[src/rtl/lsp_prev_update_pkg.sv]
`default_nettype none
// lsp_prev_update_pkg: shared G.729 LSP constants and history-update FSM states.
// Rev 1.0 - initial release
package lsp_prev_update_pkg;

   localparam int unsigned G729_M     = 10;
   localparam int unsigned G729_MA_NP = 4;
   localparam int unsigned ADDR_W     = 11;

   typedef enum logic [1:0] {
      ST_IDLE  = 2'd0,
      ST_ISSUE = 2'd1,
      ST_WAIT  = 2'd2,
      ST_FIN   = 2'd3
   } lsp_state_e;

endpackage
`default_nettype wire

[src/rtl/lsp_prev_update.sv]
`default_nettype none
// lsp_prev_update: shifts the MA-predictor history down one row, then stores lsp_ele in row 0.
// Rev 1.0 - initial release
module lsp_prev_update
   import lsp_prev_update_pkg::*;
#(
   parameter int unsigned M     = G729_M,
   parameter int unsigned MA_NP = G729_MA_NP
) (
   input  logic        clk,
   input  logic        reset,
   input  logic        start,
   input  logic [10:0] lspEleAddr,
   input  logic [10:0] freqPrevAddr,
   output logic        copyStart,
   output logic [10:0] copyXAddr,
   output logic [10:0] copyYAddr,
   output logic [15:0] copyL,
   input  logic        copyDone,
   output logic        busy,
   output logic        done
);

   localparam int unsigned    K_W     = (MA_NP > 1) ? $clog2(MA_NP) : 1;
   localparam logic [10:0]    M_ADDR  = 11'(M);
   localparam logic [10:0]    TOP_OFS = 11'((MA_NP - 1) * M);
   localparam logic [K_W-1:0] K_TOP   = K_W'(MA_NP - 1);
   localparam logic [K_W-1:0] K_ONE   = K_W'(1);

   lsp_state_e     state_q, state_d;
   logic [K_W-1:0] k_q, k_d;
   logic [10:0]    y_q, y_d;
   logic [10:0]    lsp_q, lsp_d;

   always_ff @(posedge clk) begin
      if (reset) begin
         state_q <= ST_IDLE;
         k_q     <= '0;
         y_q     <= '0;
         lsp_q   <= '0;
      end else begin
         state_q <= state_d;
         k_q     <= k_d;
         y_q     <= y_d;
         lsp_q   <= lsp_d;
      end
   end

   always_comb begin
      state_d = state_q;
      k_d     = k_q;
      y_d     = y_q;
      lsp_d   = lsp_q;
      case (state_q)
         ST_IDLE: begin
            if (start) begin
               lsp_d   = lspEleAddr;
               k_d     = K_TOP;
               y_d     = freqPrevAddr + TOP_OFS;
               state_d = ST_ISSUE;
            end
         end
         ST_ISSUE: state_d = ST_WAIT;
         ST_WAIT: begin
            // Row pointer walks downward one row per completed copy.
            if (copyDone) begin
               if (k_q == '0) begin
                  state_d = ST_FIN;
               end else begin
                  k_d     = k_q - K_ONE;
                  y_d     = y_q - M_ADDR;
                  state_d = ST_ISSUE;
               end
            end
         end
         ST_FIN:  state_d = ST_IDLE;
         default: state_d = ST_IDLE;
      endcase
   end

   // Addresses derive only from registered state, so they hold through ISSUE and WAIT.
   assign copyStart = (state_q == ST_ISSUE);
   assign busy      = (state_q != ST_IDLE);
   assign done      = (state_q == ST_FIN);
   assign copyYAddr = y_q;
   assign copyXAddr = (k_q == '0) ? lsp_q : (y_q - M_ADDR);
   assign copyL     = 16'(M);

endmodule
`default_nettype wire

[config.mk]
export PLATFORM = sky130hd
export DESIGN_NAME = lsp_prev_update
export DESIGN_NICKNAME = d
export VERILOG_FILES = /design/src/rtl/lsp_prev_update_pkg.sv /design/src/rtl/lsp_prev_update.sv
export SDC_FILE = /design/constraint.sdc
export NUM_CORES = 1
export LEC_CHECK = 0
export CAP_MARGIN = 20
export CORE_MARGIN = 2
export CORE_UTILIZATION = 47
export DETAILED_ROUTE_END_ITERATION = 6
export PLACE_DENSITY_LB_ADDON = 0.25
export SLEW_MARGIN = 20
export SYNTH_ARGS = -nofsm -noshare
export SYNTH_HDL_FRONTEND = slang
export SYNTH_SLANG_ARGS = --single-unit
[constraint.sdc]
create_clock -name clk -period 2.3 [get_ports clk]
set_input_delay 0.23 -clock clk [delete_from_list [all_inputs] [get_ports clk]]
set_output_delay 0.23 -clock clk [all_outputs]
set_load 0.05 [all_outputs]
After elaboration in Yosys (flattened, before gate mapping) --
Cells that the tools add are included.
Storage, ports and cells: register bits 26, output and inout bits 41
Cells by class: add/sub/neg operators 3, eq/ne operators 6, mux-type cells 13, reductions and logical operators 7
Operator list (number):
- 11-bit two-way mux | 4
- 11-bit case mux with 2 select lines | 1
- 2-bit two-way mux | 6
- 11-bit by 5-bit adder with 11-bit output (second input constant) | 1
- 11-bit by 4-bit subtractor with 11-bit output (second input constant) | 1
- 2-bit case mux with 4 select lines | 1
- 2-bit != test (second input constant) | 3
- 2-bit equality test (second input constant) | 2
- 2-bit zero test | 2
- 2-bit case mux with 2 select lines | 1
- 2-bit AND reduction | 2
- 4-bit AND reduction | 1
- 2-bit nonzero test | 2
- 2-bit by 1-bit equality test with 1-bit output (second input constant) | 1
- 2-bit by 1-bit subtractor with 2-bit output (second input constant) | 1

Depth between registers and ports, before layout --
depth in word-level cells 4, depth in mapped cells 7, depth with buffers taken out 7

Worst setup path after synthesis --
OpenSTA, ideal clock, no wires.
path kind register to output, start point register y_q[1] (netlist: copyYAddr[1]), end point output port copyXAddr[7], path buffers 0, cell stages (with the launch flop) 7, arrival time 2.592 ns, setup slack -0.522 ns, path through dfxtp_1 inv_1 ha_1 nor2b_1 nor4_2 xnor2_1 o21ai_0
On the way: longest elaborated chain between the ends 2
Ends and longest elaborated chain:
- start, declared | line lsp_prev_update.sv:32 | logic [10:0] y_q, y_d;
- start signal, assigned | line lsp_prev_update.sv:44 | y_q <= y_d;
- 11-bit by 4-bit subtractor with 11-bit output | line lsp_prev_update.sv:86 | assign copyXAddr = (k_q == '0) ? lsp_q : (y_q - M_ADDR);
- 11-bit two-way mux | line lsp_prev_update.sv:86
- end, declared | line lsp_prev_update.sv:16 | output logic [10:0] copyXAddr,
Every way passes these cells.

Worst setup path in the final report --
Same ends and word-level chain as after synthesis.

==> flow_metrics.tcl <==
set metrics [dict create \
    synth_most_common_cell "nand2_1" \
    busiest_layer "met2" \
    pwr-share-clk 0.166 \
    cp-start-kind "flop" \
    gp_congestion 0.890 \
    numPlacedInstances 311 \
    fillCellCount 302 \
    synth_edf_count 0 \
    synth-seq-cells 26 \
    required_ns 2.07 \
    overflow 0 \
    cts.path.max_buffers 2 \
    io_buffer_count 50 \
    synth_top_family_by_area "simple AND/OR/NAND/NOR gates" \
    grt_setup_unrepaired "no" \
    synth_top_area_cell "dfxtp_1" \
    hold_violations 0 \
    netlist.area_leader.share 0.298 \
    num_vias 1605 \
    clkTransAtPathRegs_ns 0.09 \
    pwr-share-seq 0.300 \
    cts_max_level 1 \
    grt_max_degree 21 \
    syn_area_per_cell_sq_um 7.86 \
    status "finished, final reports clean" \
    cts_num_sinks 26 \
    synth_xor_area_frac 0.0703 \
    setup_viol 0 \
    grt_pass1_vias 1447 \
    synthAdderAreaFrac 0.0215 \
    start_util 0.484 \
    ctsHoldBuffers 0 \
    final_nets 297 \
    p_sw_uw 762 \
    finClkSkew_ns 0.00101 \
    path_cells "inv_1, ha_1, nor2b_2, nor4_4, xnor2_1, o21ai_1, buf_12" \
    die_h_um 64.9 \
    synthSimpleGateAreaFrac 0.265 \
    worstPathMaxFanout 4 \
    post-route-util 0.661 \
    synth_area_sq_um 1740 \
    path_buf_inv 2 \
    ir_worst_vdd_v 0.000358 \
    use_met3 0.0260 \
    dp_hpwl_um 3080 \
    arrival_ns 1.92 \
    core_area_sq_um 3610 \
    yosys-top-cells-area "dfxtp_1, nand2_1, buf_4, a21oi_1, xnor2_1" \
    synth-seq-area-share 0.298 \
    worstSetupEndpointType "primary output" \
    worstSetupPathType "flop to primary output" \
    worstMarginPinSlew_ns 0.655 \
    synth.mux.area_fraction 0.0251 \
    diodes 0 \
    maxSlewViolCount 0 \
    dieWidth_um 64.9 \
    cts_made_buffers 3 \
    instances_no_fill 315 \
    netlist-cell-type-count 48 \
    rows 22 \
    finalCritPeriodShare 0.935 \
    pin_count 67 \
    ant_nets 0 \
    wl_um 4070 \
    cts_tree "yes" \
    power_frac_comb 0.534 \
    synth-compound-area-share 0.193 \
    met1_usage 0.280 \
    p_total_uw 1800 \
    grt_pass1_wl_um 6920 \
    drv_cap 0 \
    critPathSlowestCell "dfxtp_1" \
    synthFlopType "dfxtp_1" \
    p_per_area_nw_per_um2 757 \
    root_buffer "clkbuf_8" \
    slew_headroom 0.562 \
    antenna_found_initial 0 \
    crit_family "flip-flops" \
    post_cts_buffers 0 \
    cts_resized 0 \
    synth-async-reset-ratio 0 \
    ys_warn_count 0 \
    area_growth_pct 36.7 \
    dr.pass1.iters 4 \
    hp-class "flop to flop" \
    max_freq_mhz 465 \
    die-area_sq_um 4210 \
    layout-drive-gt1-share 0.139 \
    fin_crit_ns 2.15 \
    drc 0 \
    track_usage 0.212 \
    routed_via_density 5.10 \
    power_switching_share 0.423 \
    synthCells 222 \
    clk_latency_ns 0.27 \
    wl_per_cell_um 12.9 \
    p_int_uw 1040 \
    grt_util_met2 0.343 \
    cellLeakagePower_uw 0.000944 \
    cpPeakStageDelay_ns 0.39 \
    first_iter_violations 81 \
    ys_top_cells_by_count "nand2_1, dfxtp_1, a21oi_1, buf_4, nor2_1" \
]
## per-stage QoR
step	hold slack, ns	setup WS (ns)	setup TNS (ns)	instance area, sq um
final	0.456	0.149	0	2380
after global routing	0.476	0.00731	0	2380
after CTS	0.460	0.00861	0	2360
after detailed placement	0.447	0.221	0	2310
after global placement	0.442	0.318	0	2310
after floorplan	0.366	-0.145	-0.192	1800
## tightest hold or removal path, stage by stage, from the launching register on
cell,delay [ns]
dfxtp_1,0.32
nand2_1,0.05
a21oi_1,0.05
## state kept, by name, summed over array words and instances, names as in the netlist
signal     flops
state_q        2
copyYAddr     11
lsp_q         11
k_q            2
## cells in the final DEF (no fill, tap or decap), drive strengths merged, types with 2 or more instances in the layout
cell / n
clkbuf: 4
and3: 2
a22oi: 2
conb: 16
nor3b: 3
nor2: 14
nand2b: 5
xor2: 5
o21ai: 13
nor3: 6
clkdlybuf4s50: 39
buf: 16
dfxtp: 26
a21o: 2
a211oi: 3
ha: 3
mux2: 3
o32ai: 2
inv: 8
a21oi: 22
o22ai: 2
xnor2: 9
nor2b: 3
o21a: 2
nand2: 41
## power groups by stage
stage | Combinational [uW] | Clock, uW | Sequential (uW)
2_1_floorplan | 557 | 0 | 602
3_3_place_gp | 951 | 0 | 546
3_5_place_dp | 958 | 0 | 548
4_1_cts | 963 | 307 | 537
5_1_grt | 1030 | 324 | 550
6_report | 964 | 299 | 541
## final timing paths
kind | start | end | slack, ns | cells past startpoint
hold reg to reg | lsp_q[0] | lsp_q[0] | 0.46 | 2
setup reg to reg | state_q[1] | copyYAddr[3] | 0.62 | 5
setup / recovery | copyYAddr[1] | copyXAddr[7] | 0.15 | 7
hold / removal | lsp_q[0] | lsp_q[0] | 0.46 | 2
## cell type report
class	count	area, sq um	share of cell area
multi-input cells	174	1080	0.454
repair buffers	55	636	0.267
flip-flops and latches	26	520	0.218
well taps	48	60.1	0.0252
clock buffers	4	55.1	0.0231
inverters	8	30.0	0.0126
## cell families after synthesis
kind of cell / count (synthesis)
simple gates: 85
compound gates: 52
buf+inv: 36
flops: 26
xor+xnor: 14
mux: 4
fa+ha+maj: 3
other cells: 2
## routing by layer
metal  routed length, um  vias to the layer above
met5                   0                        -
met4                  65                        0
met3                 298                        5
met2                1900                       74
met1                1800                      717
li1                    -                      809
(Power assumes the default switching activity.)
